`src/rtl/niu32_control_fsm.sv`:
```
// rtl/niu32_control_fsm.sv - Niu32 multicycle control FSM
// Sequences fetch/decode/execute and drives every single-bus datapath strobe.
module niu32_control_fsm #(
    parameter int OP_BITS    = 5,
    parameter int STATE_BITS = 5
) (
    input  logic                  clk,
    input  logic                  reset,
    input  logic [OP_BITS-1:0]    op1,
    input  logic [OP_BITS-1:0]    op2,
    input  logic                  alu_cond,
    input  logic                  mem_rdy,
    output logic                  LdPC,
    output logic                  DrPC,
    output logic                  IncPC,
    output logic                  WrMem,
    output logic                  DrMem,
    output logic                  LdMAR,
    output logic                  WeReg,
    output logic                  DrReg,
    output logic                  LdIR,
    output logic                  DrOff,
    output logic                  LdA,
    output logic                  LdB,
    output logic                  DrALU,
    output logic [OP_BITS-1:0]    ALUfunc,
    output logic [1:0]            RegSel,
    output logic [1:0]            OffMode,
    output logic                  ByteMem,
    output logic                  halted,
    output logic [STATE_BITS-1:0] state
);

    typedef enum logic [STATE_BITS-1:0] {
        S_F1   = 5'd0,  S_F2  = 5'd1,  S_D1  = 5'd2,  S_A2  = 5'd3,
        S_A3   = 5'd4,  S_I2  = 5'd5,  S_I3  = 5'd6,  S_L2  = 5'd7,
        S_M2   = 5'd8,  S_M3  = 5'd9,  S_M4L = 5'd10, S_M4S = 5'd11,
        S_B2   = 5'd12, S_B3  = 5'd13, S_B4  = 5'd14, S_B5  = 5'd15,
        S_B6   = 5'd16, S_J2  = 5'd17, S_J3  = 5'd18, S_J4  = 5'd19,
        S_HALT = 5'd20
    } state_t;

    localparam logic [OP_BITS-1:0] OP_ALUI    = 5'd0;
    localparam logic [OP_BITS-1:0] OP_IMM_ALO = 5'd1;
    localparam logic [OP_BITS-1:0] OP_IMM_AHI = 5'd3;
    localparam logic [OP_BITS-1:0] OP_IMM_BLO = 5'd5;
    localparam logic [OP_BITS-1:0] OP_IMM_BHI = 5'd11;
    localparam logic [OP_BITS-1:0] OP_LUI     = 5'd15;
    localparam logic [OP_BITS-1:0] OP_LW      = 5'd16;
    localparam logic [OP_BITS-1:0] OP_LB      = 5'd17;
    localparam logic [OP_BITS-1:0] OP_SW      = 5'd18;
    localparam logic [OP_BITS-1:0] OP_SB      = 5'd19;
    localparam logic [OP_BITS-1:0] OP_BEQ     = 5'd20;
    localparam logic [OP_BITS-1:0] OP_BLE     = 5'd23;
    localparam logic [OP_BITS-1:0] OP_JAL     = 5'd24;
    localparam logic [OP_BITS-1:0] FN_ADD     = 5'd1;

    localparam logic [1:0] RS_RT = 2'd1, RS_RD = 2'd2;
    localparam logic [1:0] OM_UPPER = 2'd1, OM_WORD = 2'd2;

    state_t r_state, w_next;
    logic   r_take;

    always_ff @(posedge clk or posedge reset) begin
        if (reset) begin
            r_state <= S_F1;
            r_take  <= 1'b0;
        end else begin
            r_state <= w_next;
            if (r_state == S_B3)
                r_take <= alu_cond;
        end
    end

    always_comb begin
        w_next  = r_state;
        LdPC    = 1'b0; DrPC  = 1'b0; IncPC = 1'b0; WrMem = 1'b0;
        DrMem   = 1'b0; LdMAR = 1'b0; WeReg = 1'b0; DrReg = 1'b0;
        LdIR    = 1'b0; DrOff = 1'b0; LdA   = 1'b0; LdB   = 1'b0;
        DrALU   = 1'b0;
        ALUfunc = FN_ADD;
        RegSel  = 2'd0;
        OffMode = 2'd0;
        ByteMem = 1'b0;
        halted  = 1'b0;
        state   = r_state;
        case (r_state)
            S_F1: begin DrPC = 1'b1; LdMAR = 1'b1; w_next = S_F2; end
            S_F2: begin
                DrMem = 1'b1;
                LdIR  = mem_rdy;
                IncPC = mem_rdy;
                if (mem_rdy) w_next = S_D1;
            end
            S_D1: begin
                DrReg = 1'b1; LdA = 1'b1;
                if (op1 == OP_ALUI)
                    w_next = S_A2;
                else if (op1 inside {[OP_IMM_ALO:OP_IMM_AHI], [OP_IMM_BLO:OP_IMM_BHI]})
                    w_next = S_I2;
                else if (op1 == OP_LUI)
                    w_next = S_L2;
                else if (op1 inside {OP_LW, OP_LB, OP_SW, OP_SB})
                    w_next = S_M2;
                else if (op1 inside {[OP_BEQ:OP_BLE]})
                    w_next = S_B2;
                else if (op1 == OP_JAL)
                    w_next = S_J2;
                else
                    w_next = S_HALT;
            end
            S_A2:  begin RegSel = RS_RT; DrReg = 1'b1; LdB = 1'b1; w_next = S_A3; end
            S_A3:  begin ALUfunc = op2; DrALU = 1'b1; RegSel = RS_RD; WeReg = 1'b1; w_next = S_F1; end
            S_I2:  begin DrOff = 1'b1; LdB = 1'b1; w_next = S_I3; end
            S_I3:  begin ALUfunc = op1; DrALU = 1'b1; RegSel = RS_RT; WeReg = 1'b1; w_next = S_F1; end
            S_L2:  begin OffMode = OM_UPPER; DrOff = 1'b1; RegSel = RS_RT; WeReg = 1'b1; w_next = S_F1; end
            S_M2:  begin DrOff = 1'b1; LdB = 1'b1; w_next = S_M3; end
            S_M3: begin
                DrALU = 1'b1; LdMAR = 1'b1;
                w_next = (op1 == OP_LW || op1 == OP_LB) ? S_M4L : S_M4S;
            end
            S_M4L: begin
                DrMem = 1'b1; RegSel = RS_RT; WeReg = mem_rdy;
                ByteMem = (op1 == OP_LB);
                if (mem_rdy) w_next = S_F1;
            end
            // WrMem stays up for the whole handshake so the memory sees a stable request
            S_M4S: begin
                RegSel = RS_RT; DrReg = 1'b1; WrMem = 1'b1;
                ByteMem = (op1 == OP_SB);
                if (mem_rdy) w_next = S_F1;
            end
            S_B2:  begin RegSel = RS_RT; DrReg = 1'b1; LdB = 1'b1; w_next = S_B3; end
            S_B3: begin
                ALUfunc = {3'b100, op1[1:0]};
                w_next  = alu_cond ? S_B4 : S_F1;
            end
            S_B4:  begin DrPC = 1'b1; LdA = 1'b1; w_next = r_take ? S_B5 : S_F1; end
            S_B5:  begin OffMode = OM_WORD; DrOff = 1'b1; LdB = 1'b1; w_next = S_B6; end
            S_B6:  begin DrALU = 1'b1; LdPC = 1'b1; w_next = S_F1; end
            S_J2:  begin DrPC = 1'b1; RegSel = RS_RT; WeReg = 1'b1; w_next = S_J3; end
            S_J3:  begin OffMode = OM_WORD; DrOff = 1'b1; LdB = 1'b1; w_next = S_J4; end
            S_J4:  begin DrALU = 1'b1; LdPC = 1'b1; w_next = S_F1; end
            S_HALT: halted = 1'b1;
            default: w_next = S_F1;
        endcase
        // Outputs are silenced combinationally so an abandoned instruction stops at once
        if (reset) begin
            LdPC    = 1'b0; DrPC  = 1'b0; IncPC = 1'b0; WrMem = 1'b0;
            DrMem   = 1'b0; LdMAR = 1'b0; WeReg = 1'b0; DrReg = 1'b0;
            LdIR    = 1'b0; DrOff = 1'b0; LdA   = 1'b0; LdB   = 1'b0;
            DrALU   = 1'b0;
            ALUfunc = '0;
            RegSel  = 2'd0;
            OffMode = 2'd0;
            ByteMem = 1'b0;
            halted  = 1'b0;
            state   = '0;
        end
    end

endmodule

```
`config.mk`:
```
export PLATFORM = sky130hd
export DESIGN_NAME = niu32_control_fsm
export DESIGN_NICKNAME = d
export VERILOG_FILES = /design/src/rtl/niu32_control_fsm.sv
export SDC_FILE = /design/constraint.sdc
export NUM_CORES = 1
export LEC_CHECK = 0
export ABC_AREA = 0
export ABC_CLOCK_PERIOD_IN_PS = 2500
export CAP_MARGIN = 20
export CORE_MARGIN = 4
export CORE_UTILIZATION = 50
export DETAILED_ROUTE_END_ITERATION = 8
export MAX_ROUTING_LAYER = met4
export PLACE_DENSITY = 0.94
export SKIP_CTS_REPAIR_TIMING = 1
export SYNTH_ARGS = -nofsm -noshare
export SYNTH_HDL_FRONTEND = slang
export SYNTH_SLANG_ARGS = --single-unit
```
`constraint.sdc`:
```
create_clock -name clk -period 2.5 [get_ports clk]
set_input_delay 0.625 -clock clk [delete_from_list [all_inputs] [get_ports clk]]
set_output_delay 0.625 -clock clk [all_outputs]
set_load 0.05 [all_outputs]
```
==> run_results.csv, run 1 <==
group,metric,value,unit
status,outcome,"aborted with a tool error",
status,failed_stage,"global routing",
status,first-error,"[ERROR DPL-0033] detailed placement checks failed during check placement.",
clock_network,htreeDepth,1,
yosys,synth.avg_cell_area,6.64,um2
global_routing,grt_max_degree,19,
die,die_y,58.6,um
place,dp_cells,275,
yosys,postSynthCellCount,193,
yosys,synth.area.top_cells,"dfrtp_1 12%, nor2_1 5.6%, nor2b_1 5.4%",
clock_network,clk_path_buf_depth,2,
yosys,synth_enable_flop_cells,0,
clock_network,cts_buffers,3,
yosys,ys_types,57,
yosys,synth-seq-cells,6,
yosys,syn-num-nets,207,
place,dp_hpwl,4050,um
die,fp.dieW,58.6,um
yosys,ys_async_sr_fraction,100,%
timing,crit_endpoint,"ALUfunc[0]",
yosys,synth-warning-count,0,
die,row_count,18,
yosys,syn-cell-area,1280,um2
yosys,yosysTopAreaCellShare,11.7,%
die,start_util,52.2,%
clock_network,cts_root_buf,"clkbuf_4",
place,globalplace.congestion,1.06,
yosys,ys_seq_area_share,11.7,%
yosys,synth_ff_type,"dfrtp_1",
global_routing,antenna_found_initial,0,
die,ios,43,
timing,worst_path_end_type,"primary output",
clock_network,clock-sinks,6,
place,io_buffers,42,
yosys,yosysTopAreaCell,"dfrtp_1",
stage by stage:
step	setup WS (ns)	area (um2)	util, %
after global placement	-0.0712	2240	91.2
after floorplan	-0.341	1370	-
after CTS	-0.146	2260	92.2
after detailed placement	-0.0972	2240	91.2
synthesized netlist by cell type (all sizes together), types with 2 or more instances:
master	n
a211oi	4
a21oi	11
a22oi	5
a31oi	3
and2	3
and3	2
buf	14
clkbuf	7
dfrtp	6
inv	6
mux2i	2
nand2	17
nand2b	9
nand3	4
nand3b	5
nand4	2
nor2	19
nor2b	11
nor3	10
nor4	5
o211ai	2
o21a	2
o21ai	7
o22ai	3
o31ai	2
or3	3
or3b	2
xor2	3
logic make-up after synthesis:
group / after synthesis / synth area share (%)
flops: 6 / 11.7
buf+inv: 27 / 10.3
simple gates: 99 / 42.5
xor+xnor: 3 / 2.05
compound gates: 54 / 30.3
mux: 3 / 2.44
fa+ha+maj: 1 / 0.781
==> run 2, diff against run 1 <==
- CORE_AREA: unset -> 4 4 65 67
- CORE_MARGIN: 4 -> unset
- CORE_UTILIZATION: 50 -> unset
- DIE_AREA: unset -> 0 0 69 71
- MAX_ROUTING_LAYER: met4 -> unset
- PLACE_DENSITY: 0.94 -> unset
- PLACE_DENSITY_LB_ADDON: unset -> 0.15
==> run_results.csv, run 2 <==
group,metric,value,unit
yosys,ys_types,57,
detailed_routing,dr.pass1.iters,4,
worst_setup_path,critPathKind,"flop to output pin",
power,internal_power,1.43,mW
run,max_cap_viol_count,0,
cells_and_area,fin_util,69.8,%
cells_and_area,largest_register,"r_state",
yosys,postSynthCellCount,193,
detailed_routing,drt-wirelength-per-cell,17.5,um
detailed_routing,remaining_drc_errors,0,
detailed_routing,routed_wl,5550,um
clock_network,worst_skew_pair.late_latency,0.23,ns
yosys,synth-seq-cells,6,
timing,fin_hold_ws,0.516,ns
cells_and_area,reg.largest.list,"r_state: 5 flops, r_take: 1 flops",
clock_network,path_clk_slew,0.04,ns
timing,setup_viol,0,
cells_and_area,nets,285,
cells_and_area,antenna-diode-count,0,
cells_and_area,drive_above_1_share,47.2,%
place,place_area,2310,um2
min_path,hold_class,"input pin to asynchronous set/reset pin",
clock_network,cts_tree,"done",
clock_network,clk_path_buf_depth,2,
timing,rsz0062_at_grt,"true",
timing,clock-skew-final,0.00707,ns
power,leakagePower,0.985,nW
global_routing,grt_pass1_wl,8840,um
cells_and_area,fin_area,2540,um2
yosys,synth.area.top_cells,"dfrtp_1 12%, nor2_1 5.6%, nor2b_1 5.4%",
die,die_y,71,um
cells_and_area,largest_register_ffs,5,
cells_and_area,syn2layout_area_growth,97.9,%
global_routing,gr-total-overflow,0,
global_routing,antenna_found_initial,0,
clock_network,cts_root_buf,"clkbuf_8",
worst_setup_path,r2r_setup_slack,0.58,ns
power,ir_drop,0.515,mV
timing,hold_viol,0,
clock_network,htreeDepth,1,
timing,slew_headroom,65.8,%
timing,fmax,401,MHz
place,dp_hpwl,4130,um
clock_network,clock-sinks,6,
die,row_count,22,
worst_setup_path,cp.arrival,1.87,ns
yosys,ys_async_sr_fraction,100,%
yosys,synth_ff_type,"dfrtp_1",
die,coreArea,3630,um2
timing,setup_tns,0,ns
yosys,ys_seq_area_share,11.7,%
place,io_buffers,42,
global_routing,gr-usage-all-layers,21.6,%
power,netSwitchingFraction,51.6,%
worst_setup_path,crit_path_end_kind,"output pin",
timing,drv_slew,0,
power,switching_power,1.52,mW
clock_network,cts_buffers,3,
detailed_routing,vias,1853,
detailed_routing,drtIter0Drc,217,
cells_and_area,final_cell_mix,"49 x buf_4, 29 x buf_12, 16 x nand2_1, 14 x nor2_1, 11 x clkdlybuf4s50_1",
yosys,yosysMostFrequentCell,"nor2_1",
timing,finalCriticalPeriod,2.49,ns
yosys,synth-warning-count,0,
cells_and_area,layout_commonest_cell,"buf_4",
detailed_routing,vias_per_cell,5.85,
die,die_area,4900,um2
yosys,synth_enable_flop_cells,0,
global_routing,grt_max_degree,20,
die,ios,43,
global_routing,grt_pass1_vias,1842,
timing,max_slew.worst_pin.slew,0.507,ns
yosys,synth_commonest_cells,"19 x nor2_1, 17 x nand2_1, 11 x a21oi_1, 11 x nor2b_1, 10 x nor3_1",
worst_setup_path,worstPathRequired,1.88,ns
worst_setup_path,crit_fanout,6,
die,start_util,35.3,%
yosys,yosysTopAreaCell,"dfrtp_1",
yosys,syn-cell-area,1280,um2
timing,post-route-period-util,99.6,%
power,power_frac_clock,5.1,%
power,comb_power_share,85.8,%
power,p_per_area,1160,nW/um2
yosys,synth.avg_cell_area,6.64,um2
place,globalplace.congestion,0.915,
power,finalPower,2.95,mW
yosys,yosysTopAreaCellShare,11.7,%
detailed_routing,postRouteAntennaNets,0,
die,fp.dieW,69,um
power,seq_power_share,9.1,%
yosys,syn-num-nets,207,
worst_setup_path,crit_path_start_kind,"flop",
status,outcome,"completed",
[run 2: cell families (layout without fill, tap and decap cells)]
| kind of cell | after synthesis | after routing | synth area share, % |
|---|---|---|---|
| simple gates | 99 | 99 | 42.5 |
| compound gates | 54 | 54 | 30.3 |
| buf+inv | 27 | 103 | 10.3 |
| flops | 6 | 6 | 11.7 |
| xor+xnor | 3 | 3 | 2.05 |
| mux | 3 | 3 | 2.44 |
| fa+ha+maj | 1 | 1 | 0.781 |
[run 2: path summary, 6_finish.rpt]
| kind | cells past startpoint | from | to |
|---|---|---|---|
| max reg2reg | 6 | r_state[2] | r_state[1] |
| min | 3 | reset | r_state[4] |
| max | 6 | r_state[1] | ALUfunc[0] |
| min reg2reg | 1 | r_take | r_take |
| min in group clk | 1 | r_take | r_take |
| max in group asynchronous | 3 | reset | r_state[3] |
[run 2: layer usage]
metal	up-vias	share of wire [%]	GRT usage [%]	wire [um]
met5	-	0	0	0
met4	0	2.7	8.03	151
met3	22	7.2	3.98	398
met2	107	52	39.6	2900
met1	861	38	24.8	2110
li1	863	-	-	-
[run 2: layout make-up]
class,instances,area (um2)
clock buffers,3,41.3
inverters,6,28.8
multi-input cells,160,1140
well taps,48,60.1
repair buffers,94,1110
fillers,287,1100
flip-flops and latches,6,156
[run 2: critical path: stages (launching register included)]
cell and delay (ns):
dfrtp_2 0.44, buf_6 0.15, or3b_1 0.36, a21oi_2 0.19
mux2i_1 0.24, a21oi_2 0.10, buf_12 0.15
[run 2: stage by stage]
stage / cells / worst slack (ns)
CTS: 302 / -0.157
finish: 317 / 0.00897
global placement: 299 / -0.0991
detailed placement: 299 / -0.116
global route: 317 / -0.0770
floorplan: 193 / -0.341
[run 2: power by group through the flow]
stage / combinational, mW / sequential [mW] / clock [mW]
6_report: 2.53 / 0.268 / 0.151
5_1_grt: 2.68 / 0.275 / 0.156
4_1_cts: 2.23 / 0.284 / 0.152
3_5_place_dp: 2.23 / 0.285 / 0
3_3_place_gp: 2.19 / 0.284 / 0
2_1_floorplan: 1.42 / 0.177 / 0
(Power assumes the default switching activity.)
==> run 3, diff against run 2 <==
- PLACE_DENSITY: unset -> 0.66
- PLACE_DENSITY_LB_ADDON: 0.15 -> unset
- REMOVE_ABC_BUFFERS: unset -> 1
==> run_results.csv, run 3 (same netlist as run 2, synthesis figures left out) <==
group,metric,value,unit
timing,setup_viol,0,
place,io_buffers,42,
die,fp.dieW,69,um
detailed_routing,drtIter0Drc,181,
timing,finalCriticalPeriod,2.49,ns
min_path,hold_class,"input pin to asynchronous set/reset pin",
timing,hold_viol,0,
timing,fmax,401,MHz
clock_network,clk_path_buf_depth,2,
worst_setup_path,crit_path_start_kind,"flop",
place,place_area,2230,um2
timing,fin_hold_ws,0.568,ns
power,p_per_area,1130,nW/um2
run,max_cap_viol_count,0,
detailed_routing,routed_wl,4450,um
clock_network,worst_skew_pair.late_latency,0.22,ns
worst_setup_path,cp_top_family,"simple AND/OR/NAND/NOR gates",
place,dp_hpwl,3390,um
global_routing,gr-total-overflow,0,
cells_and_area,fin_area,2370,um2
worst_setup_path,critPathBufInv,2,
timing,post-route-period-util,99.7,%
clock_network,path_clk_slew,0.04,ns
cells_and_area,fill_cells,310,
worst_setup_path,worst-path-stages,5,
worst_setup_path,critPathKind,"flop to output pin",
worst_setup_path,r2r_start,"r_state[2]",
die,row_count,22,
die,start_util,35.3,%
timing,max_slew.worst_pin.slew,0.606,ns
place,dp_cells,300,
worst_setup_path,r2r_setup_slack,0.65,ns
global_routing,antenna_found_initial,0,
worst_setup_path,r2r-end,"r_state[1]",
power,leakagePower,0.935,nW
place,globalplace.congestion,0.875,
clock_network,clock-sinks,6,
worst_setup_path,crit_fanout,6,
die,coreArea,3630,um2
cells_and_area,nets,277,
worst_setup_path,cpPeakStageDelay,0.53,ns
worst_setup_path,crit_path_end_kind,"output pin",
cells_and_area,syn2layout_area_growth,84.7,%
timing,clock-skew-final,0.00130,ns
detailed_routing,postRouteAntennaNets,0,
detailed_routing,vias,1689,
global_routing,grt_max_degree,19,
global_routing,grt_pass1_wl,7080,um
status,outcome,"completed",
cells_and_area,final_cells,309,
cells_and_area,largest_register,"r_state",
clock_network,cts_root_buf,"clkbuf_8",
die,ios,43,
detailed_routing,vias_per_cell,5.47,
cells_and_area,drive_above_1_share,38.7,%
global_routing,grt_pass1_vias,1512,
detailed_routing,drt-wirelength-per-cell,14.4,um
power,finalPower,2.68,mW
cells_and_area,register_area,156,um2
timing,slew_headroom,58.6,%
timing,rsz0062_at_grt,"true",
detailed_routing,dr.pass1.iters,4,
die,die_area,4900,um2
cells_and_area,final_cell_mix,"42 x buf_4, 29 x buf_12, 17 x nand2_1, 14 x nor2_1, 11 x clkdlybuf4s50_1",
clock_network,cts_buffers,3,
clock_network,htreeDepth,1,
clock_network,cts_tree,"done",
timing,drv_slew,0,
worst_setup_path,cp.arrival,1.87,ns
worst_setup_path,worstPathRequired,1.88,ns
detailed_routing,remaining_drc_errors,0,
power,ir_drop,0.383,mV
cells_and_area,multi_input_comb_area,1040,um2
cells_and_area,layout_commonest_cell,"buf_4",
cells_and_area,reg.largest.list,"r_state: 5 flops, r_take: 1 flops",
die,die_y,71,um
cells_and_area,largest_register_ffs,5,
timing,setup_tns,0,ns
worst_setup_path,crit_chain,"clkbuf_2, or3b_2, o22a_1, nor2_2, buf_12",
cells_and_area,antenna-diode-count,0,
global_routing,gr-usage-all-layers,17.0,%
worst_setup_path,cpMaxStageDelayCell,"or3b_2",
worst_setup_path,r2r_cells,6,
==> run 3: through the flow <==
step,util (%),setup slack [ns]
6_report,65.1,0.00873
5_1_grt,65.1,-0.0484
4_1_cts,62.5,-0.161
3_5_place_dp,61.3,-0.0757
3_3_place_gp,61.3,-0.106
2_1_floorplan,-,-2.00
==> run 3: final cells by class <==
class	count	area share [%]
timing repair buffer	86	44.3
multi-input combinational	160	43.9
sequential	6	6.61
tap	48	2.54
clock buffer	3	1.75
inverter	6	0.952
==> run 3: worst max path at each step <==
stage                    start         to
CTS                 r_state[2]  RegSel[0]
floorplan           r_state[0]      IncPC
global route        r_state[0]      WeReg
global placement        op1[4]    ByteMem
finish              r_state[3]      DrALU
detailed placement       reset       LdIR
==> run 3: worst reg2reg max path, cell delays in order (launching register included) <==
cell and delay (ns):
dfrtp_2 0.49, buf_4 0.17, buf_4 0.15, or4b_4 0.51, a211oi_2 0.23, nor3_1 0.09, a21oi_1 0.13
==> run 3: power breakdown <==
part / internal (mW) / switching [mW]
Combinational: 1.06 / 1.22
Sequential: 0.152 / 0.106
Clock: 0.104 / 0.0434
==> run 3: routing by layer <==
metal  share of wire, %  vias up  global-route usage [%]
li1                   -      847                       -
met1                 45      773                    22.2
met2                 48       62                    29.2
met3                5.4        7                    2.56
met4                1.3        0                    4.56
met5                  0        -                       0
==> run 4, diff against run 3 <==
- SETUP_SLACK_MARGIN: unset -> 0.5
==> run_results.csv, run 4 (same netlist as run 2, synthesis figures left out) <==
group,metric,value,unit
place,post-place-ws,-0.0757,ns
place,io_buffers,42,
detailed_routing,drt-wirelength-per-cell,18.6,um
timing,slew_headroom,57.0,%
worst_setup_path,r2r_cells,6,
die,row_count,22,
timing,max_slew.worst_pin.slew,0.628,ns
clock_network,cts_tree,"done",
worst_setup_path,critPathKind,"flop to output pin",
global_routing,grt_pass1_vias,1512,
min_path,hold_class,"input pin to asynchronous set/reset pin",
die,fp.dieW,69,um
global_routing,gr-total-overflow,0,
clock_network,path_clk_slew,0.04,ns
place,globalplace.congestion,0.875,
worst_setup_path,crit_start,"r_state[2]",
timing,setup_viol,0,
die,die_y,71,um
clock_network,clk_path_buf_depth,2,
global_routing,gr-usage-all-layers,17.0,%
clock_network,worst_skew_pair.late_latency,0.23,ns
worst_setup_path,cp.arrival,1.86,ns
timing,rsz0062_at_grt,"true",
worst_setup_path,crit_path_start_kind,"flop",
run,max_cap_viol_count,0,
worst_setup_path,r2r-end,"r_state[0]",
timing,finalCriticalPeriod,2.49,ns
cells_and_area,syn2layout_area_growth,119,%
worst_setup_path,crit_fanout,9,
detailed_routing,remaining_drc_errors,0,
timing,clock-skew-final,0.00123,ns
die,die_area,4900,um2
worst_setup_path,crit_path_end_kind,"output pin",
clock_network,cts_buffers,3,
cells_and_area,final_cell_mix,"49 x buf_4, 30 x buf_12, 15 x nand2_1, 11 x buf_6, 8 x nor2_1",
worst_setup_path,r2r_setup_slack,0.55,ns
power,leakagePower,1.13,nW
clock_network,cts_root_buf,"clkbuf_8",
cells_and_area,drive_above_1_share,55.0,%
timing,post-route-period-util,99.4,%
cells_and_area,reg.largest.list,"r_state: 5 flops, r_take: 1 flops",
global_routing,antenna_found_initial,0,
die,coreArea,3630,um2
global_routing,grt_pass1_wl,7080,um
global_routing,grt_max_degree,19,
cells_and_area,nets,296,
power,p_per_area,1230,nW/um2
die,ios,43,
power,ir_drop,0.605,mV
cells_and_area,antenna-diode-count,0,
cells_and_area,largest_register,"r_state",
detailed_routing,drtIter0Drc,238,
detailed_routing,routed_wl,6110,um
detailed_routing,postRouteAntennaNets,0,
timing,hold_viol,0,
timing,drv_slew,0,
die,start_util,35.3,%
clock_network,clock-sinks,6,
detailed_routing,dr.pass1.iters,4,
timing,fmax,402,MHz
cells_and_area,largest_register_ffs,5,
cells_and_area,fill_cells,246,
clock_network,htreeDepth,1,
worst_setup_path,r2r_start,"r_state[2]",
worst_setup_path,endpoint,"RegSel[0]",
detailed_routing,vias,1959,
detailed_routing,vias_per_cell,5.97,
status,outcome,"completed",
timing,fin_hold_ws,0.541,ns
worst_setup_path,worstPathRequired,1.88,ns
place,dp_hpwl,3390,um
cells_and_area,layout_commonest_cell,"buf_4",
timing,setup_ws,0.0148,ns
-- run 4: per-stage QoR --
stage	utilization [%]	area, um2	total power [mW]	std cells	setup TNS [ns]
5_1_grt	77.3	2810	3.59	328	-0.0475
3_5_place_dp	61.3	2230	2.40	300	-0.510
4_1_cts	62.5	2270	2.56	303	-1.36
2_1_floorplan	-	1170	1.41	172	-10.75
6_report	77.3	2810	3.44	328	0
3_3_place_gp	61.3	2230	2.38	300	-0.414
-- run 4: worst min path at each step --
stage                       from          to  depth (start not counted)
after floorplan            reset  r_state[0]                          1
after global placement    r_take      r_take                          1
after detailed placement  r_take      r_take                          1
after CTS                 r_take      r_take                          1
after global routing       reset  r_state[4]                          4
final                      reset      r_take                          4
-- run 4: metal layers --
metal / wire length, um / vias up / GRT usage [%]
met5: 0 / - / 0
met2: 2950 / 117 / 29.2
met3: 476 / 38 / 2.56
met1: 2410 / 918 / 22.2
li1: - / 886 / -
met4: 284 / 0 / 4.56
-- run 4: critical path, stage by stage, from the launching register on --
cell and delay (ns):
dfrtp_2 0.45, buf_4 0.21, nor3b_1 0.21, o21ai_0 0.13
a21o_1 0.20, a21oi_1 0.24, buf_12 0.18
-- run 4: report_power, final --
group	leakage (nW)	internal (mW)	switching, mW
registers	0.0696	0.152	0.0993
clock network	0.0216	0.104	0.0432
logic	1.04	1.46	1.59
-- run 4: cell type report --
cell class	count	area, um2	area share [%]
inverters	6	22.5	0.802
well taps	48	60.1	2.14
clock buffers	3	41.3	1.47
flip-flops and latches	6	156	5.57
repair buffers	105	1260	44.9
multi-input cells	160	1270	45.2
